### src/rtl/midi_voice_alloc_pkg.sv
// Shared types for the MIDI voice allocator: voice slot layout, event kinds, FSM states.
// Optional feature macro used by this slice: VOICE_ALLOC_STEAL_EN.
package midi_voice_alloc_pkg;

    localparam int unsigned MidiBits      = 7;
    localparam int unsigned DefaultVoices = 4;

    typedef struct packed {
        logic                gate;
        logic [MidiBits-1:0] note;
        logic [MidiBits-1:0] velocity;
    } voice_t;

    typedef enum logic [1:0] {EvNone, EvOn, EvOff} ev_kind_e;

    typedef enum logic [1:0] {StIdle, StCapture, StApply} state_e;

    // Velocity 0 with value=1 is a note-off by MIDI running-status convention.
    function automatic ev_kind_e classify(logic value, logic [MidiBits-1:0] note,
                                          logic [MidiBits-1:0] velocity);
        if (value) begin
            return (velocity == '0) ? EvOff : EvOn;
        end
        return (note == '0) ? EvNone : EvOff;
    endfunction

endpackage

### src/rtl/midi_voice_alloc_if.sv
// Event bundle from the MIDI receiver into the voice allocator.
// Optional feature macro used by this slice: VOICE_ALLOC_STEAL_EN.
interface midi_voice_alloc_if;
    import midi_voice_alloc_pkg::*;

    logic                ready;
    logic                value;
    logic [MidiBits-1:0] note;
    logic [MidiBits-1:0] velocity;

    modport master (output ready, value, note, velocity);
    modport slave  (input  ready, value, note, velocity);

endinterface

### src/rtl/midi_voice_alloc_voice_pick.sv
// Combinational priority selector: lowest-index candidate, or with use_age_i the oldest
// candidate (ties to lowest index). Optional feature macro of this slice: VOICE_ALLOC_STEAL_EN.
module voice_pick #(
    parameter int unsigned N        = 4,
    parameter int unsigned AGE_BITS = 4,
    localparam int unsigned IdxW    = $clog2(N)
) (
    input  logic [N-1:0]               cand_i,
    input  logic [N-1:0][AGE_BITS-1:0] age_i,
    input  logic                       use_age_i,
    output logic [IdxW-1:0]            idx_o,
    output logic                       found_o
);

    logic                found;
    logic [IdxW-1:0]     idx;
    logic [AGE_BITS-1:0] best;

    always_comb begin
        found = 1'b0;
        idx   = '0;
        best  = '0;
        for (int unsigned i = 0; i < N; i++) begin
            // Strict compare keeps the lowest index on equal ages.
            if (cand_i[i] && (!found || (use_age_i && age_i[i] > best))) begin
                found = 1'b1;
                idx   = IdxW'(i);
                best  = age_i[i];
            end
        end
    end

    assign idx_o   = idx;
    assign found_o = found;

endmodule

### src/rtl/midi_voice_alloc.sv
// Polyphonic voice allocator: maps MIDI note-on/off events onto voice slots.
// Macro VOICE_ALLOC_STEAL_EN enables oldest-voice stealing; otherwise surplus notes drop.
module midi_voice_alloc
    import midi_voice_alloc_pkg::*;
#(
    parameter int unsigned VOICES   = DefaultVoices,
    parameter int unsigned AGE_BITS = 4,
    localparam int unsigned IdxW    = $clog2(VOICES),
    localparam int unsigned CntW    = $clog2(VOICES + 1)
) (
    input  logic                 clk,
    input  logic                 rst_n,
    midi_voice_alloc_if.slave    midi,
    output voice_t [VOICES-1:0]  voice,
    output logic [CntW-1:0]      active,
`ifndef VOICE_ALLOC_STEAL_EN
    output logic                 dropped,
`endif
    output logic                 busy
);

    state_e                          state_q, state_d;
    logic                            last_ready_q;
    ev_kind_e                        ev_kind_q, ev_in;
    logic [MidiBits-1:0]             ev_note_q, ev_vel_q;
    logic [IdxW-1:0]                 sel_q, sel_d;
    logic                            sel_ok_q, sel_ok_d;
    voice_t [VOICES-1:0]             voice_q, voice_d;
    logic [VOICES-1:0][AGE_BITS-1:0] age_q, age_d;
    logic [CntW-1:0]                 active_q, active_d;
    logic                            ev_det, cap_en, pick_en, apply_en;

    logic [VOICES-1:0] gate_vec, match_vec;
    logic [IdxW-1:0]   match_idx, free_idx;
    logic              match_found, free_found;

    assign ev_det = midi.ready & ~last_ready_q;
    assign ev_in  = classify(midi.value, midi.note, midi.velocity);

    always_comb begin
        gate_vec  = '0;
        match_vec = '0;
        for (int unsigned i = 0; i < VOICES; i++) begin
            gate_vec[i]  = voice_q[i].gate;
            match_vec[i] = voice_q[i].gate && (voice_q[i].note == ev_note_q);
        end
    end

    voice_pick #(.N(VOICES), .AGE_BITS(AGE_BITS)) u_pick_match (
        .cand_i    (match_vec),
        .age_i     (age_q),
        .use_age_i (1'b0),
        .idx_o     (match_idx),
        .found_o   (match_found)
    );

    voice_pick #(.N(VOICES), .AGE_BITS(AGE_BITS)) u_pick_free (
        .cand_i    (~gate_vec),
        .age_i     (age_q),
        .use_age_i (1'b0),
        .idx_o     (free_idx),
        .found_o   (free_found)
    );

`ifdef VOICE_ALLOC_STEAL_EN
    logic [IdxW-1:0] old_idx;
    logic            old_found;

    voice_pick #(.N(VOICES), .AGE_BITS(AGE_BITS)) u_pick_oldest (
        .cand_i    (gate_vec),
        .age_i     (age_q),
        .use_age_i (1'b1),
        .idx_o     (old_idx),
        .found_o   (old_found)
    );
`endif

    always_comb begin
        state_d  = state_q;
        cap_en   = 1'b0;
        pick_en  = 1'b0;
        apply_en = 1'b0;
        unique case (state_q)
            StIdle: begin
                if (ev_det && ev_in != EvNone) begin
                    state_d = StCapture;
                    cap_en  = 1'b1;
                end
            end
            StCapture: begin
                state_d = StApply;
                pick_en = 1'b1;
            end
            StApply: begin
                state_d  = StIdle;
                apply_en = 1'b1;
            end
            default: state_d = StIdle;
        endcase
    end

    // Retrigger beats a free slot, which beats stealing.
    always_comb begin
        sel_d    = match_idx;
        sel_ok_d = 1'b0;
        if (ev_kind_q == EvOn) begin
            if (match_found) begin
                sel_d    = match_idx;
                sel_ok_d = 1'b1;
            end else if (free_found) begin
                sel_d    = free_idx;
                sel_ok_d = 1'b1;
            end else begin
`ifdef VOICE_ALLOC_STEAL_EN
                sel_d    = old_idx;
                sel_ok_d = old_found;
`else
                sel_ok_d = 1'b0;
`endif
            end
        end
    end

    always_comb begin
        voice_d = voice_q;
        age_d   = age_q;
        if (apply_en) begin
            for (int unsigned i = 0; i < VOICES; i++) begin
                if (ev_kind_q == EvOn && sel_ok_q) begin
                    if (IdxW'(i) == sel_q) begin
                        voice_d[i].gate     = 1'b1;
                        voice_d[i].note     = ev_note_q;
                        voice_d[i].velocity = ev_vel_q;
                        age_d[i]            = '0;
                    end else if (voice_q[i].gate && age_q[i] != '1) begin
                        age_d[i] = age_q[i] + AGE_BITS'(1);
                    end
                end else if (ev_kind_q == EvOff) begin
                    // Note and velocity are kept so the envelope can release.
                    if (voice_q[i].gate && voice_q[i].note == ev_note_q) begin
                        voice_d[i].gate = 1'b0;
                    end
                end
            end
        end
    end

    always_comb begin
        active_d = '0;
        for (int unsigned i = 0; i < VOICES; i++) begin
            if (voice_d[i].gate) begin
                active_d = active_d + CntW'(1);
            end
        end
    end

    always_ff @(posedge clk or negedge rst_n) begin
        if (!rst_n) begin
            state_q      <= StIdle;
            last_ready_q <= 1'b0;
            ev_kind_q    <= EvNone;
            ev_note_q    <= '0;
            ev_vel_q     <= '0;
            sel_q        <= '0;
            sel_ok_q     <= 1'b0;
            voice_q      <= '0;
            age_q        <= '0;
            active_q     <= '0;
        end else begin
            state_q      <= state_d;
            last_ready_q <= midi.ready;
            if (cap_en) begin
                ev_kind_q <= ev_in;
                ev_note_q <= midi.note;
                ev_vel_q  <= midi.velocity;
            end
            if (pick_en) begin
                sel_q    <= sel_d;
                sel_ok_q <= sel_ok_d;
            end
            voice_q  <= voice_d;
            age_q    <= age_d;
            active_q <= active_d;
        end
    end

    assign voice  = voice_q;
    assign active = active_q;
    assign busy   = (state_q != StIdle);
`ifndef VOICE_ALLOC_STEAL_EN
    assign dropped = (state_q == StApply) && (ev_kind_q == EvOn) && !sel_ok_q;
`endif

endmodule

### src/flat_wrapper.sv
// flat-port wrapper written by rule: the top's interface ports become plain ports
module midi_voice_alloc_flat import midi_voice_alloc_pkg::*;
#(
    parameter int unsigned VOICES   = DefaultVoices,
    parameter int unsigned AGE_BITS = 4,
    localparam int unsigned IdxW    = $clog2(VOICES),
    localparam int unsigned CntW    = $clog2(VOICES + 1)
)
  (clk, rst_n, voice, active, dropped, busy, midi_ready, midi_value, midi_note, midi_velocity);
  midi_voice_alloc_if midi_i ();
  input  logic clk;
  input  logic rst_n;
  output voice_t [VOICES-1:0] voice;
  output logic [CntW-1:0] active;
  output logic dropped;
  output logic busy;
  input wire logic [$bits(midi_i.ready)-1:0] midi_ready;
  input wire logic [$bits(midi_i.value)-1:0] midi_value;
  input wire logic [$bits(midi_i.note)-1:0] midi_note;
  input wire logic [$bits(midi_i.velocity)-1:0] midi_velocity;
  assign midi_i.ready = midi_ready;
  assign midi_i.value = midi_value;
  assign midi_i.note = midi_note;
  assign midi_i.velocity = midi_velocity;
  midi_voice_alloc #(.VOICES(VOICES), .AGE_BITS(AGE_BITS)) u_core (.clk(clk), .rst_n(rst_n), .midi(midi_i), .voice(voice), .active(active), .dropped(dropped), .busy(busy));
endmodule
### config.mk
export PLATFORM = sky130hd
export DESIGN_NAME = midi_voice_alloc_flat
export DESIGN_NICKNAME = d
export VERILOG_FILES = /design/src/rtl/midi_voice_alloc_pkg.sv /design/src/rtl/midi_voice_alloc_if.sv /design/src/rtl/midi_voice_alloc_voice_pick.sv /design/src/rtl/midi_voice_alloc.sv /design/src/flat_wrapper.sv
export SDC_FILE = /design/constraint.sdc
export NUM_CORES = 1
export LEC_CHECK = 0
export CAP_MARGIN = 25
export CELL_PAD_IN_SITES_DETAIL_PLACEMENT = 0
export CELL_PAD_IN_SITES_GLOBAL_PLACEMENT = 1
export CORE_AREA = 2 2 81 122
export CTS_BUF_LIST = sky130_fd_sc_hd__clkbuf_2
export CTS_CLUSTER_DIAMETER = 100
export DETAILED_ROUTE_END_ITERATION = 16
export DIE_AREA = 0 0 83 124
export PLACE_DENSITY_LB_ADDON = 0.1
export SLEW_MARGIN = 20
export SYNTH_ARGS = -nofsm -noshare
export SYNTH_HDL_FRONTEND = slang
export SYNTH_SLANG_ARGS = --single-unit
export TNS_END_PERCENT = 30
### constraint.sdc
create_clock -name clk -period 3.15 [get_ports clk]
set_clock_uncertainty 0.2 [all_clocks]
set_input_delay 0.63 -clock clk [delete_from_list [all_inputs] [get_ports clk]]
set_output_delay 0.63 -clock clk [all_outputs]
set_load 0.01 [all_outputs]
### After elaboration in Yosys (flattened, before gate mapping)

Index checks and enable logic that the tools add are counted.

| storage, ports and cells | value |
|---|---|
| register bits | 85 |
| latch bits | 0 |
| memory bits (writable) | 0 |
| ROM bits | 0 |
| bits of input ports | 18 |
| output and inout bits | 65 |
| logic and storage cells | 125 |
| memories | 0 |

| cells by class | value |
|---|---|
| $add $sub $neg | 3 |
| multiply operators | 0 |
| divide/modulo/power cells | 0 |
| magnitude comparators | 0 |
| eq/ne operators | 12 |
| shifts and indexed selects | 0 |
| multiplexer cells | 56 |
| bitwise gates (word level) | 3 |
| reduce and logical (&&, ||, !) cells | 31 |

Operator list:

| kind | number |
|---|---|
| $mux 15 | 4 |
| $mux 60 | 1 |
| $mux 14 | 4 |
| $mux 1 | 31 |
| $eq 7x7->1 | 4 |
| $mux 2 | 12 |
| $logic_and 1x1->1 | 14 |
| $logic_not 7->1 | 2 |
| $reduce_and 3->1 | 4 |
| $mux 3 | 3 |
| $logic_not 1->1 | 7 |
| $add 3x1->3 const B | 2 |
| $eq 2x1->1 const B | 2 |
| $eq 2x2->1 const A | 2 |
| $eq 2x2->1 const B | 2 |
| $logic_not 2->1 | 2 |
| $not 4->4 | 1 |
| $pmux 2 s2 | 1 |
| $reduce_bool 2->1 | 2 |
| $add 1x1->2 const B | 1 |
| $eq 1x2->1 const A | 1 |
| $ne 2x1->1 const B | 1 |
| $and 1x1->1 | 1 |
| $not 1->1 | 1 |

### Depth between registers and ports, before layout

| depth | value |
|---|---|
| depth after elaboration | 15 |
| mapped depth | 10 |
| depth with buffers taken out | 9 |

### By module

A second synthesis with hierarchy kept.

| second synthesis, totals | value |
|---|---|
| cell total of the unflattened synthesis | 582 |
| area total of the unflattened synthesis | 5735.5 µm² |

By module, submodules not included:

| module | times used | cells each | area each (µm²) | seq. area each (µm²) |
|---|---|---|---|---|
| midi_voice_alloc | 1 | 448 | 4727.0 | 2527.4 |
| voice_pick | 2 | 67 | 504.2 | 0.0 |

### Worst setup path after synthesis

No wires, ideal clock.

| timing | value |
|---|---|
| path kind | reg-to-reg |
| start | register u_core.ev_note_q[4] |
| end | register u_core.active_q[1] (netlist: u_core.active[1]) |
| library setup time | 125 ps |
| data arrival time | 2269 ps |
| required time | 2825 ps |
| path slack | 556 ps |
| cell stages (with the launch flop) | 9 |
| path buffers | 1 |
| clock period less this slack | 2594 ps |
| path through | dfrtp_1 -> buf_2 -> xor2_1 -> nor4_1 -> a41oi_1 -> ha_1 -> xor2_2 -> ha_1 -> mux2_2 |

RTL lines:

| element | RTL line | source |
|---|---|---|
| start, declared | midi_voice_alloc.sv:25 | `logic [MidiBits-1:0] ev_note_q, ev_vel_q;` |
| start signal, assigned | midi_voice_alloc.sv:174 | `ev_note_q <= midi.note;` |
| end signal, assigned | midi_voice_alloc.sv:183 | `active_q <= active_d;` |
| end, declared | midi_voice_alloc.sv:30 | `logic [CntW-1:0] active_q, active_d;` |

### Final worst setup path

| timing | value |
|---|---|
| start | register u_core.ev_kind_q[1] |
| end | output port dropped |

| on the way | value |
|---|---|
| longest elaborated chain between the ends | 3 |

RTL lines:

| element | RTL line | source |
|---|---|---|
| start, declared | midi_voice_alloc.sv:24 | `ev_kind_e ev_kind_q, ev_in;` |
| start signal, assigned | midi_voice_alloc.sv:161 | `ev_kind_q <= EvNone;` |
| start signal, assigned | midi_voice_alloc.sv:173 | `ev_kind_q <= ev_in;` |
| $eq 2x1->1 | midi_voice_alloc.sv:191 | `assign dropped = (state_q == StApply) && (ev_kind_q == EvOn) && !sel_ok_q;` |
| $logic_and 1x1->1 (2 in a row) | midi_voice_alloc.sv:191 |  |
| end, declared | flat_wrapper.sv:15 | `output logic dropped;` |

No other way between the ends.

==> results.sh <==
export IMPL_finalPower_w=0.00231
export IMPL_arrival_ps=2010
export IMPL_finalHoldViolCount=0
export IMPL_synth_ff_type="dfrtp_1"
export IMPL_regArea_sq_um=2130
export IMPL_grt_pass1_vias=2662
export IMPL_clock_sinks=85
export IMPL_cp_end_kind="primary output"
export IMPL_fmax_ghz=0.352
export IMPL_async_flop_share=1.00
export IMPL_synthMuxAreaShare=0.214
export IMPL_min_period_ps=2840
export IMPL_drc=0
export IMPL_outcome="finished, final reports clean"
export IMPL_grt_use_total=0.186
export IMPL_yosysSeqAreaShare=0.562
export IMPL_worst_path_max_delay_cell="clkdlybuf4s50_1"
export IMPL_path_cells="nand2b_2 > nor3_1 > clkdlybuf4s50_1"
export IMPL_start_util=0.411
export IMPL_synth_xor_area_share=0.0738
export IMPL_wl_um=8920
export IMPL_post_cts_resized=0
export IMPL_crit_type="flip-flop to primary output"
export IMPL_synth_edff_count=0
export IMPL_start_kind="flip-flop"
export IMPL_syn_instance_count=276
export IMPL_critPathTopFamily="buffers and inverters"
export IMPL_die_x_um=83
export IMPL_synth_compound_area_share=0.0370
export IMPL_grt_start_max_net_pins=47
export IMPL_synthSimpleGateAreaFrac=0.0850
export IMPL_synth_cell_types=41
export IMPL_fillers=836
export IMPL_gp_congestion=0.795
export IMPL_ant_nets=0
export IMPL_placementRows=43
export IMPL_path_buf_inv=1
export IMPL_antenna_found_initial=1
export IMPL_ys_ff_latch=85
export IMPL_slew_headroom=0.560
export IMPL_area_delta_synth_final_pct=30.3
export IMPL_rsz0062_at_grt="no"
export IMPL_clockBufferDepth=2
export IMPL_rrSetupSlack_ps=350
export IMPL_synth_top_area_frac=0.562
export IMPL_io_buffers=82
export IMPL_root_buffer="clkbuf_2"
export IMPL_setup_tns_ps=0
export IMPL_grt_pass1_wl_um=14300
export IMPL_tightestPinTransition_ps=659
export IMPL_power_leakage_nw=2.26
export IMPL_slew_violations=0
export IMPL_setup_viol=0
export IMPL_whs_ps=308
export IMPL_fin_nets=389
export IMPL_drive_gt1_frac=0.297
export IMPL_yosysWarnings=0
export IMPL_dieArea_sq_um=10300
export IMPL_cts_tree="done"
export IMPL_vias_per_cell=5.14
export IMPL_wire_per_inst_um=18.3
export IMPL_synth_adder_area_share=0.00662
export IMPL_clk_pin_slew_worst_paths_ps=240
export IMPL_fin_crit_sh=0.901
export IMPL_cap_viol_max_count=0
export IMPL_multiInputGateArea_sq_um=1580
export IMPL_yosys_top_cells_area="dfrtp_1 56%, mux2_2 21%, xor2_1 4.9%, xnor2_1 2.1%, nand2_1 1.4%"
export IMPL_cpPeakStageDelay_ps=560
export IMPL_cts_setup_buffers=0
export IMPL_num_vias=2504
export IMPL_htreeDepth=3
export IMPL_hpwl_um=6430
export IMPL_syn_area_per_cell_sq_um=13.7
export IMPL_powerDensity_nw_per_um2=469
export IMPL_gr_total_overflow=0
export IMPL_syn_area_sq_um=3780
export IMPL_layout_common_cells="85 x dfrtp_1, 81 x clkdlybuf4s50_1, 71 x mux2_2, 21 x xor2_1, 14 x nand2_1"
export IMPL_path_max_fanout=6
export IMPL_drt_iter0_markers=102
export IMPL_hold_class="input pin to flip-flop"
export IMPL_yosysTopAreaCell="dfrtp_1"
export IMPL_clk_latency_ps=550
export IMPL_io_pins=83
export IMPL_final_common_cell="dfrtp_1"
export IMPL_drtPass1Iterations=4
export IMPL_synthesis_nets=296
export IMPL_worstPathRequired_ps=2320
export IMPL_numCtsBuffers=9
export IMPL_synth_top_family_by_area="multiplexers"
export IMPL_peakVddDrop_uv=306
export IMPL_fp_dieH_um=124
export IMPL_core_sq_um=9200
## cell usage after synthesis, types with 2 or more instances
cell type,instances
nor3_1,2
xnor2_1,9
dfrtp_1,85
a31oi_1,2
nor4_4,2
ha_1,2
nor4_1,6
mux2_2,71
o31ai_1,2
a21oi_1,3
nand4_1,2
a41oi_1,3
nand3_1,2
nand2_1,14
nand2b_1,2
nor2_1,9
inv_1,6
buf_2,10
o21ai_0,2
xor2_1,21
## through the flow
| step | setup WS [ps] | cell area [sq um] | util | cells |
|---|---|---|---|---|
| 2_1_floorplan | 556 | 3780 | - | 276 |
| 6_report | 312 | 4930 | 0.536 | 487 |
| 3_5_place_dp | 399 | 4780 | 0.519 | 469 |
| 5_1_grt | 148 | 4930 | 0.536 | 487 |
| 4_1_cts | 264 | 4930 | 0.535 | 486 |
| 3_3_place_gp | 433 | 4780 | 0.519 | 469 |
## kinds of logic after synthesis
family / count (synthesis)
adder cells (fa/ha/maj): 2
buffers and inverters: 18
XOR/XNOR: 31
multiplexers: 72
AND/OR/NAND/NOR: 50
flip-flops: 85
AO/OA/AOI/OAI: 18
## registers in the layout, indices dropped and copies added (netlist names)
name                 cells
u_core.voice            60
u_core.ev_note_q         7
u_core.ev_vel_q          7
u_core.active            3
u_core.ev_kind_q         2
u_core.sel_q             2
u_core.state_q           2
u_core.last_ready_q      1
u_core.sel_ok_q          1
## per-layer routing
metal	share of wire	track usage	vias to the layer above
met2	0.52	0.314	70
met1	0.40	0.217	1255
met3	0.059	0.0603	13
li1	-	-	1166
met4	0.021	0.0809	0
met5	0	0	-
## final timing paths
check,cells after the start,end,startpoint
max,3,dropped,u_core.ev_kind_q[1]
min,1,u_core.last_ready_q,midi_ready
max reg2reg,8,u_core.active[1],u_core.ev_note_q[0]
min reg2reg,1,u_core.voice[3],u_core.voice[3]
max in group asynchronous,3,u_core.voice[37],rst_n
min in group asynchronous,2,u_core.sel_ok_q,rst_n
## worst reg2reg max path, delay by kind of cell (launching register included)
kind / cells / cell delay (ps)
compound gates: 1 / 170
xor+xnor: 2 / 410
fa+ha+maj: 2 / 680
buf+inv: 1 / 170
flops: 1 / 550
mux: 1 / 270
simple gates: 1 / 280
## timing repair
action / 4_1_cts / 5_1_grt
hold buffers: 1 / 0
setup endpoints to repair: 0 / 0
hold endpoints to repair: 39 / 0
## layout make-up
cell class	instances	share of cell area
inverters	6	0.00457
flip-flops and latches	85	0.432
multi-input cells	173	0.320
clock buffers	10	0.0102
well taps	112	0.0284
clock inverters	6	0.0178
diodes	1	0.000508
repair buffers	94	0.187
## power breakdown
group / switching (W) / leakage (nW) / internal (W)
registers: 0.000111 / 1.15 / 0.00117
clock network: 0.000387 / 0.0758 / 0.000264
logic: 0.000174 / 1.03 / 0.000206
Power figures use the tool's default switching activity.
